==> src/rtl/ir_pkg.sv <==
// Shared encodings for the byte assembler: FunSel operations, fill FSM states
// and the lane-index width helper.
package ir_pkg;

    typedef enum logic [1:0] {
        FS_CLR  = 2'b00,
        FS_LOAD = 2'b01,
        FS_INC  = 2'b10,
        FS_DEC  = 2'b11
    } funsel_e;

    typedef enum logic [1:0] {
        ST_IDLE = 2'b00,
        ST_FILL = 2'b01,
        ST_DONE = 2'b10
    } fill_state_e;

    function automatic int lane_w(input int bytes);
        return (bytes > 1) ? $clog2(bytes) : 1;
    endfunction

endpackage

==> src/rtl/ir_fill_ctrl.sv <==
// Fill sequencer: walks the lane pointer from 0 to BYTES-1, one lane per
// accepted byte, then pulses done for a single cycle before returning to idle.
module ir_fill_ctrl
    import ir_pkg::*;
#(
    parameter int BYTES = 2,
    parameter int LW    = lane_w(BYTES)
) (
    input  logic          clk,
    input  logic          rst,
    input  logic          i_fill_start,
    input  logic          i_in_valid,
    output logic          o_we,
    output logic [LW-1:0] o_ptr,
    output logic          o_idle,
    output logic          o_busy,
    output logic          o_in_ready,
    output logic          o_fill_done
);

    fill_state_e   r_state;
    fill_state_e   w_state_nxt;
    logic [LW-1:0] r_ptr;
    logic [LW-1:0] w_ptr_nxt;

    always_comb begin
        w_state_nxt = r_state;
        w_ptr_nxt   = r_ptr;
        case (r_state)
            ST_IDLE: begin
                if (i_fill_start) begin
                    w_state_nxt = ST_FILL;
                    w_ptr_nxt   = '0;
                end
            end
            ST_FILL: begin
                if (i_in_valid) begin
                    w_ptr_nxt = r_ptr + LW'(1);
                    if (r_ptr == LW'(BYTES - 1)) begin
                        w_state_nxt = ST_DONE;
                    end
                end
            end
            ST_DONE: w_state_nxt = ST_IDLE;
            default: w_state_nxt = ST_IDLE;
        endcase
    end

    always_ff @(posedge clk) begin
        if (rst) begin
            r_state <= ST_IDLE;
            r_ptr   <= '0;
        end else begin
            r_state <= w_state_nxt;
            r_ptr   <= w_ptr_nxt;
        end
    end

    assign o_we        = (r_state == ST_FILL) && i_in_valid;
    assign o_ptr       = r_ptr;
    assign o_idle      = (r_state == ST_IDLE);
    assign o_busy      = (r_state == ST_FILL);
    assign o_in_ready  = (r_state == ST_FILL);
    assign o_fill_done = (r_state == ST_DONE);

endmodule

==> src/rtl/ir_byte_assembler.sv <==
// Multi-lane byte register with clear/load/increment/decrement operations and
// a handshaked sequential fill that writes lanes 0..BYTES-1 in order.
module ir_byte_assembler
    import ir_pkg::*;
#(
    parameter  int BYTES = 2,
    localparam int LW    = lane_w(BYTES)
) (
    input  logic               clk,
    input  logic               rst,
    input  logic [7:0]         I,
    input  logic [1:0]         FunSel,
    input  logic [LW-1:0]      lane,
    input  logic               enable,
    input  logic               fill_start,
    input  logic               in_valid,
    output logic               in_ready,
    output logic               busy,
    output logic               fill_done,
    output logic [8*BYTES-1:0] data_out
);

    localparam int            DW  = 8 * BYTES;
    localparam logic [DW-1:0] ONE = DW'(1);

    logic [DW-1:0] r_data;
    logic [DW-1:0] w_data_nxt;
    logic          w_we;
    logic          w_idle;
    logic [LW-1:0] w_ptr;

    ir_fill_ctrl #(
        .BYTES (BYTES),
        .LW    (LW)
    ) u_fill_ctrl (
        .clk          (clk),
        .rst          (rst),
        .i_fill_start (fill_start),
        .i_in_valid   (in_valid),
        .o_we         (w_we),
        .o_ptr        (w_ptr),
        .o_idle       (w_idle),
        .o_busy       (busy),
        .o_in_ready   (in_ready),
        .o_fill_done  (fill_done)
    );

    // Fill writes only happen in FILL; FunSel only in IDLE and only when no fill is starting.
    always_comb begin
        w_data_nxt = r_data;
        if (w_we) begin
            for (int k = 0; k < BYTES; k++) begin
                if (w_ptr == LW'(k)) w_data_nxt[8*k +: 8] = I;
            end
        end else if (w_idle && !fill_start && enable) begin
            case (funsel_e'(FunSel))
                FS_CLR:  w_data_nxt = '0;
                FS_LOAD: begin
                    for (int k = 0; k < BYTES; k++) begin
                        if (lane == LW'(k)) w_data_nxt[8*k +: 8] = I;
                    end
                end
                FS_INC:  w_data_nxt = r_data + ONE;
                FS_DEC:  w_data_nxt = r_data - ONE;
                default: w_data_nxt = r_data;
            endcase
        end
    end

    always_ff @(posedge clk) begin
        if (rst) begin
            r_data <= '0;
        end else begin
            r_data <= w_data_nxt;
        end
    end

    assign data_out = r_data;

endmodule
==> config.mk <==
export PLATFORM = sky130hd
export DESIGN_NAME = ir_byte_assembler
export DESIGN_NICKNAME = d
export VERILOG_FILES = /design/src/rtl/ir_pkg.sv /design/src/rtl/ir_fill_ctrl.sv /design/src/rtl/ir_byte_assembler.sv
export SDC_FILE = /design/constraint.sdc
export NUM_CORES = 1
export LEC_CHECK = 0
export CAP_MARGIN = 20
export CORE_AREA = 2 2 76 92
export DETAILED_ROUTE_END_ITERATION = 7
export DIE_AREA = 0 0 78 94
export SYNTH_ARGS = -nofsm -noshare
export SYNTH_HDL_FRONTEND = slang
export SYNTH_SLANG_ARGS = --single-unit
==> constraint.sdc <==
create_clock -name clk -period 6.1 [get_ports clk]
set_clock_uncertainty 0.2 [all_clocks]
set_input_delay 1.83 -clock clk [delete_from_list [all_inputs] [get_ports clk]]
set_output_delay 1.83 -clock clk [all_outputs]
set_load 0.02 [all_outputs]
# [Word level (Yosys, flattened, before mapping)]
# Index checks and enable logic that the tools add are counted.
# Widths: inputs -> output; s select.
[word_totals] reg_bits=19 in_bits=16 out_inout_bits=19 elab_cells=45
[op_classes] addsub=3 eq_ne=12 muxes=14 n_reduce_logical=12
[ops] operator="$pmux 16 s4" count=1
[ops] operator="$mux 16" count=2
[ops] operator="$mux 8" count=4
[ops] operator="$add 16x1->16 const B" count=1
[ops] operator="$sub 16x1->16 const B" count=1
[ops] operator="$reduce_and 3->1" count=4
[ops] operator="$ne 2x2->1 const B" count=4
[ops] operator="$eq 2x2->1 const B" count=3
[ops] operator="$mux 2" count=3
[ops] operator="$ne 3x2->1 const B" count=2
[ops] operator="$eq 2x1->1 const B" count=2
[ops] operator="$logic_not 2->1" count=2
[ops] operator="$pmux 2 s2" count=1
[ops] operator="$reduce_bool 2->1" count=2
[ops] operator="$logic_and 1x1->1" count=3
[ops] operator="$mux 1" count=2
[ops] operator="$ne 2x1->1 const B" count=1
[ops] operator="$pmux 1 s2" count=1
[ops] operator="$add 1x1->1 const B" count=1
[ops] operator="$logic_not 1->1" count=1

# [Depth between registers and ports, before layout]
[logic_depth] depth_word=5 depth_mapped=11 mapped_depth_nobuf=9

# [Hierarchy]
# From an unflattened synthesis, not the netlist that was laid out.
[unflattened] cells_unflattened=276 area_unflattened_um2=1995.7
[by_module_without_submodules] module="ir_byte_assembler" n_inst=1 cells_each=259 area_each_um2=1843.0
[by_module_without_submodules] module="ir_fill_ctrl" n_inst=1 cells_each=17 area_each_um2=152.6

# [Least setup slack after synthesis]
# OpenSTA, ideal clock, no wires.
[synth_timing] path_type="input to register" startpoint="input port FunSel[0]" endpoint="register r_data[12] (netlist: data_out[12])" setup_time_ns=0.125 arrival_time_ns=3.945 required_ns=5.775 setup_slack_ns=1.831 stages=11 path_buffers=2 path_cell_list="buf_2 > nand2_1 > clkbuf_1 > xnor2_1 > ha_1 > and4_1 > and4_1 > a2111oi_4 > xor2_1 > a221oi_1 > nor4_2"
[synth_between] elab_chain_cells=4 word_cells_on_any_way=9 classes_between="4 x eq/ne; 3 x mux; 2 x reduce/logical"
[synth_rtl] item="start: declaration" line_no="ir_byte_assembler.sv:12" source="input logic [1:0] FunSel,"
[synth_rtl] item="$eq 2x2->1, or another cell as far along" line_no="ir_byte_assembler.sv:56" source="case (funsel_e'(FunSel))"
[synth_rtl] item="$pmux 16 s4" line_no="ir_byte_assembler.sv:56"
[synth_rtl] item="$mux 16" line_no="ir_byte_assembler.sv:55" source="end else if (w_idle && !fill_start && enable) begin"
[synth_rtl] item="$mux 16" line_no="ir_byte_assembler.sv:51" source="if (w_we) begin"
[synth_rtl] item="end signal: assignment" line_no="ir_byte_assembler.sv:74" source="r_data <= w_data_nxt;"
[synth_rtl] item="end: declaration" line_no="ir_byte_assembler.sv:26" source="logic [DW-1:0] r_data;"
# Several ways; a longest one is shown, not always the timed one. The select of a mux whose other input is x is not followed.
# A chain may end at the register's enable or synchronous reset.

# [Worst setup path after layout]
# Same ends and word-level chain as after synthesis.

==> impl_metrics.yaml <==
power_and_ir_drop:
  swShare_pct: 38.8
  clkPwrFrac_pct: 23.4
  intPower_uw: 254
  pwr-share-seq_pct: 37.9
  p_leak_nw: 0.782
  powerDensity_nw_per_um2: 183
  peakVddDrop_mv: 0.0843
  p_total_uw: 415
  switchingPower_uw: 161
  comb_power_share_pct: 38.7
worst_hold_path:
  min_from: "u_fill_ctrl.o_ptr"
  hold_depth: 1
  holdPathEnd: "u_fill_ctrl.r_state[0]"
  hold_path.class: "register to register"
detailed_routing:
  wl_microns: 5850
  ant_nets: 0
  drc: 0
  dr.pass1.iters: 4
  routedWlPerCell_microns: 16.6
  via_per_inst: 5.79
  drt_iter0_markers: 110
  via_count: 2039
setup_path:
  critPathTopFamily: "buffers and inverters"
  cp_cell_sequence: "clkdlybuf4s50_1 -> nand2_1 -> buf_4 -> xnor2_1 -> ha_1 -> and4_1 -> and4_1 -> a2111oi_4 -> xor2_1 -> a221oi_1 -> nor4_2"
  reg2reg_depth: 8
  endpoint_kind: "register"
  slowest_delay_ns: 0.74
  r2r-end: "data_out[12]"
  crit_buf_inv: 2
  required_ns: 6.03
  reg2reg_from: "data_out[1]"
  crit_slowest_cell: "clkdlybuf4s50_1"
  critical_path_class: "input pin to register"
  path_max_fanout: 21
  crit_top_cell: "and4_1"
  arrival_ns: 4.62
  reg2reg_slack_ns: 3.46
  worst_setup_path_start_kind: "input pin"
  cp_num_cells: 11
clock_network:
  post-cts-setup-buffer-count: 0
  cts_root_buffer: "clkbuf_8"
  clkSlewWorstSetupHoldPaths_ns: 0.08
  cts-buffers-inserted: 3
  cts_tree: "built"
  cts_max_level: 1
  clock-sinks: 19
  cts_buffer_depth: 2
  insertion_delay_ns: 0.27
  cts_resized: 0
  hold_buffers: 0
final_layout:
  antennaDiodeCount: 0
  final_core_util_pct: 35.4
  syn2layout_area_growth_pct: 20.7
  drive_above_1_share_pct: 7.12
  stdcell_count: 352
  fin_area_sq_um: 2260
  finalNetCount: 286
yosys:
  yosys.area.top_type_share_pct: 20.3
  synth_area_leader_cell: "dfxtp_1"
  synth_area_sq_um: 1880
  yosysMostFrequentCell: "nor2_1"
  synth_top_flop_cell: "dfxtp_1"
  synth_seq_cells: 19
  synthCells: 251
  synth-edff-count: 0
  ys_top_cells_by_count: "nor2_1 (28), dfxtp_1 (19), nand2_1 (19)"
  yosysWarnings: 0
  ys_top_cells_by_area: "dfxtp_1 (20%), xnor2_1 (6.1%), nor2_1 (5.6%)"
  ys_types: 62
  syn_area_per_cell_sq_um: 7.47
  synth_nets: 269
  yosysSeqAreaShare_pct: 20.3
  async_reset_ff_share_pct: 0
sta:
  fin_crit_ns: 4.69
  rsz0062_at_grt: "false"
  max_freq_mhz: 213
  setup_ws_ns: 1.41
  holdWs_ns: 0.358
  drv_slew: 0
  worstMarginPinSlew_ns: 0.916
  fin_setup_tns_ns: 0
  hold_violations: 0
  maxSlewHeadroom_pct: 38.5
  fin_crit_sh_pct: 76.9
  setup_viol: 0
flow_run:
  cap_viol_max_count: 0
grt:
  overflow: 0
  grt_max_degree: 22
  grt_pass1_vias: 1860
  grt_pass1_wl_microns: 9490
  grt_use_total_pct: 16.2
  antenna_found_initial: 0
die:
  die_h_microns: 94
  start_util_pct: 29.3
  num_rows: 32
  chipWidth_microns: 78
  dieArea_sq_um: 7330
  coreArea_sq_um: 6410
  top_level_ports: 35
placed_design:
  placedCellCount: 348
  port_buffers: 34
  post-dp-hpwl_microns: 4320
  place_area_sq_um: 2220
  gp_congestion: 0.912
  pre_cts_ws_ns: 1.13
run_status:
  status: "finished clean"
final cells by class:
cell class / instances / area [sq um]
fillers: 710 / 4140
multi-input cells: 206 / 1370
flip-flops and latches: 19 / 380
repair buffers: 36 / 355
well taps: 85 / 106
clock buffers: 3 / 41.3
inverters: 2 / 7.51
clock inverters: 1 / 5.00
flip-flops by register name, indices dropped and copies added (netlist names):
signal and count:
data_out 16, u_fill_ctrl.o_ptr 1, u_fill_ctrl.r_state 2
power groups by stage:
| stage | sequential (mW) | clock [mW] | combinational, mW |
|---|---|---|---|
| 3_3_place_gp | 0.160 | 0 | 0.159 |
| 4_1_cts | 0.157 | 0.0993 | 0.160 |
| 2_1_floorplan | 0.153 | 0 | 0.116 |
| 3_5_place_dp | 0.160 | 0 | 0.159 |
| 6_report | 0.157 | 0.0972 | 0.160 |
| 5_1_grt | 0.159 | 0.103 | 0.176 |
cell usage in the layout (no fill, tap or decap), types with 4 or more instances in the layout:
cell type / synthesis / routed
nand3_1: 9 / 9
nor3_1: 8 / 8
or3_1: 4 / 4
nand4_1: 4 / 4
xnor2_1: 13 / 13
a21bo_2: 5 / 5
dfxtp_1: 19 / 19
o21ai_0: 7 / 7
nor2_1: 28 / 28
clkdlybuf4s50_1: 0 / 34
a31oi_1: 8 / 8
a211oi_1: 5 / 5
a21oi_1: 13 / 13
nand2_1: 19 / 19
o211ai_1: 4 / 4
nor4_1: 6 / 6
o31ai_1: 5 / 5
and3_1: 4 / 4
a22oi_1: 8 / 8
metal layers:
layer  global-route usage [%]  vias to the layer above  share of wire, %  wire length [microns]
met5                        0                        -                 0                      0
met4                     6.58                        0               2.8                    165
met3                     1.83                       11               5.1                    299
met2                     26.7                       65                48                   2780
met1                     21.6                      976                45                   2610
li1                         -                      987                 -                      -
how the worst max path moves through the flow:
| stage | from | end | slack (ns) |
|---|---|---|---|
| 6_report | FunSel[0] | data_out[12] | 1.41 |
| 5_1_grt | FunSel[0] | data_out[12] | 1.20 |
| 4_1_cts | FunSel[0] | data_out[12] | 1.40 |
| 3_5_place_dp | FunSel[0] | data_out[12] | 1.13 |
| 3_3_place_gp | FunSel[1] | data_out[12] | 1.22 |
| 2_1_floorplan | FunSel[0] | data_out[12] | 1.83 |
logic make-up after synthesis:
| group | share of synthesized area, % |
|---|---|
| DFF | 20.3 |
| xor gates and xnor gates | 6.54 |
| muxes | 2.20 |
| and+or+nand+nor | 31.9 |
| adders and majority gates | 1.33 |
| buffers and inverters | 6.74 |
| AOI/OAI and AO/OA | 31.0 |
worst reg2reg max path, delay by kind of cell, from the launching register on:
kind,cells,cell delay [ns]
AO/OA/AOI/OAI,2,0.65
flip-flops,1,0.58
AND/OR/NAND/NOR,3,0.55
adder cells (fa/ha/maj),1,0.28
XOR/XNOR,2,0.24
No activity file was read; power rests on OpenSTA's default activity.
==> RTL change: new RTL, same flow settings <==
Remove the case item `FS_DEC` of the case on `funsel_e'(FunSel)`.
--- a/src/rtl/ir_byte_assembler.sv
+++ b/src/rtl/ir_byte_assembler.sv
@@ -62,5 +62,4 @@
                 end
                 FS_INC:  w_data_nxt = r_data + ONE;
-                FS_DEC:  w_data_nxt = r_data - ONE;
                 default: w_data_nxt = r_data;
             endcase
Formal check against the unedited RTL: not equivalent (a bounded check fails within 4 cycles, from zero or initial values and one cycle with rst high).
==> RTL change against the original RTL <==
  * Total power shrank 23%
  * Via count down 28%
  * Sequential cell count is the same
  * Non-clock buffer count fell by 2
  * Synthesized area down 25%
  * Worst setup slack better by 0.51 ns
  * Wire length decreased by 25%
  * Synthesized cell count is 29% lower
  * Count of clock-buffer cells in the layout stayed put
  * Cell area decreased by 18%
==> RTL change: results (changes against the original RTL) <==
status=finished, final reports clean (unchanged); dpl hpwl=3.271 mm (was 4.319 mm); gr usage total=0.1235 (was 0.1625); Seq/Total Area, Yosys=0.2700 (was 0.2028); first-pass GRT wire length=7.058 mm (was 9.494 mm); Vias=1470 (was 2039); largest net degree at the start of global routing=19 (was 22); M1 WL=1.875 mm (was 2.608 mm); initial drt markers=140 (was 110); main area contributors after synthesis=dfxtp_1, nand2_1, o21ai_0 (was dfxtp_1, xnor2_1, nor2_1); CP max-delay cell=nor3_1 (was clkdlybuf4s50_1); DR WL met3=313 µm (was 299 µm); Top FF cell, synth=dfxtp_1 (unchanged); Rel. slew slack=0.4524 (was 0.3850); Static Leak=0.5761 nW (was 0.7823 nW); met2 wire length=2.104 mm (was 2.781 mm); nets=228 (was 286); Skew-Pair Late Insertion Delay=0.27 ns (about the same); Fillers=708 (was 710); drt total wl=4.365 mm (was 5.854 mm); fmax=239.3 MHz (was 213.2 MHz); internal reg-to-reg setup slack=3.84 ns (was 3.46 ns); Critical Path AT=4.14 ns (was 4.62 ns); Peak VDD IR=0.00008398 V (was 0.00008426 V); Place WS=1.658 ns (was 1.125 ns); DRT Pass-1 Iters=5 (was 4); Syn Nets=198 (was 269); post-synth cell types=53 (was 62); layout cells sized above 1=0.07729 (was 0.07116); Commonest cells post-synth=nand2_1, dfxtp_1, nor2_1, o21ai_0, nor3_1 (was nor2_1, dfxtp_1, nand2_1, a21oi_1, xnor2_1); Max stage delay on crit path=0.72 ns (was 0.74 ns); Final GP Congestion=0.8458 (was 0.9124)
-- RTL change: changes by cell type after synthesis, sizes merged, moves of 6 or more --
cell and change:
buf -11, nor4 -6, a22oi -7, a31oi -7, nor2 -15, xnor2 -10
-- RTL change: area by class of cell --
class                      instances  share of cell area
multi-input combinational        145              0.5166
sequential                        19              0.2055
timing repair buffer              34              0.1839
tap                               85             0.05747
clock buffer                       3             0.02231
inverter                           5             0.01014
clock inverter                     1            0.004057
-- RTL change: metrics by stage --
stage | std cells | hold slack, ns | cell area (µm²) | total power (W)
2_1_floorplan | 178 | 0.3303 | 1409 | 0.0001909
3_3_place_gp | 288 | 0.2575 | 1802 | 0.0002233
3_5_place_dp | 288 | 0.2706 | 1802 | 0.0002234
4_1_cts | 292 | 0.2911 | 1851 | 0.0003229
5_1_grt | 292 | 0.3292 | 1851 | 0.0003361
6_report | 292 | 0.2851 | 1851 | 0.0003196
-- RTL change: worst paths after layout --
kind	from	end	depth (start not counted)
max	FunSel[0]	data_out[14]$_SDFFE_PP0P_	7
min	data_out[11]$_SDFFE_PP0P_	data_out[11]$_SDFFE_PP0P_	2
max reg2reg	data_out[8]$_SDFFE_PP0P_	data_out[15]$_SDFFE_PP0P_	5
min reg2reg	data_out[11]$_SDFFE_PP0P_	data_out[11]$_SDFFE_PP0P_	2
-- RTL change: worst register-to-register path, cell delays in order, from the launching register on --
cell and delay (ns):
dfxtp_1 0.44, nand4_1 0.29, nor4_1 0.45, mux2_2 0.38, a211o_1 0.30, a21oi_2 0.13
-- RTL change: per-layer routing --
layer  vias to the layer above  global-route usage
li1                        722                   -
met1                       681              0.1581
met2                        60              0.1997
met3                         7             0.02692
met4                         0             0.05263
met5                         -                   0
-- RTL change: power breakdown --
| part | internal (W) | switching (W) | total, W |
|---|---|---|---|
| Combinational | 0.0000374 | 0.0000439 | 0.0000812 |
| Clock | 0.0000463 | 0.0000524 | 0.0000987 |
| Sequential | 0.000130 | 0.00000994 | 0.000140 |
| Total | 0.000213 | 0.000106 | 0.000320 |
-- RTL change: kinds of logic (layout without fill, tap and decap cells) --
group | count (synthesis) | in the layout | synth area share
multiplexers | 3 | 3 | 0.02220
adder cells (fa/ha/maj) | 4 | 4 | 0.03553
AO/OA/AOI/OAI | 54 | 54 | 0.3046
XOR/XNOR | 4 | 4 | 0.02487
flip-flops | 19 | 19 | 0.2700
AND/OR/NAND/NOR | 80 | 80 | 0.2913
buffers and inverters | 14 | 43 | 0.05151
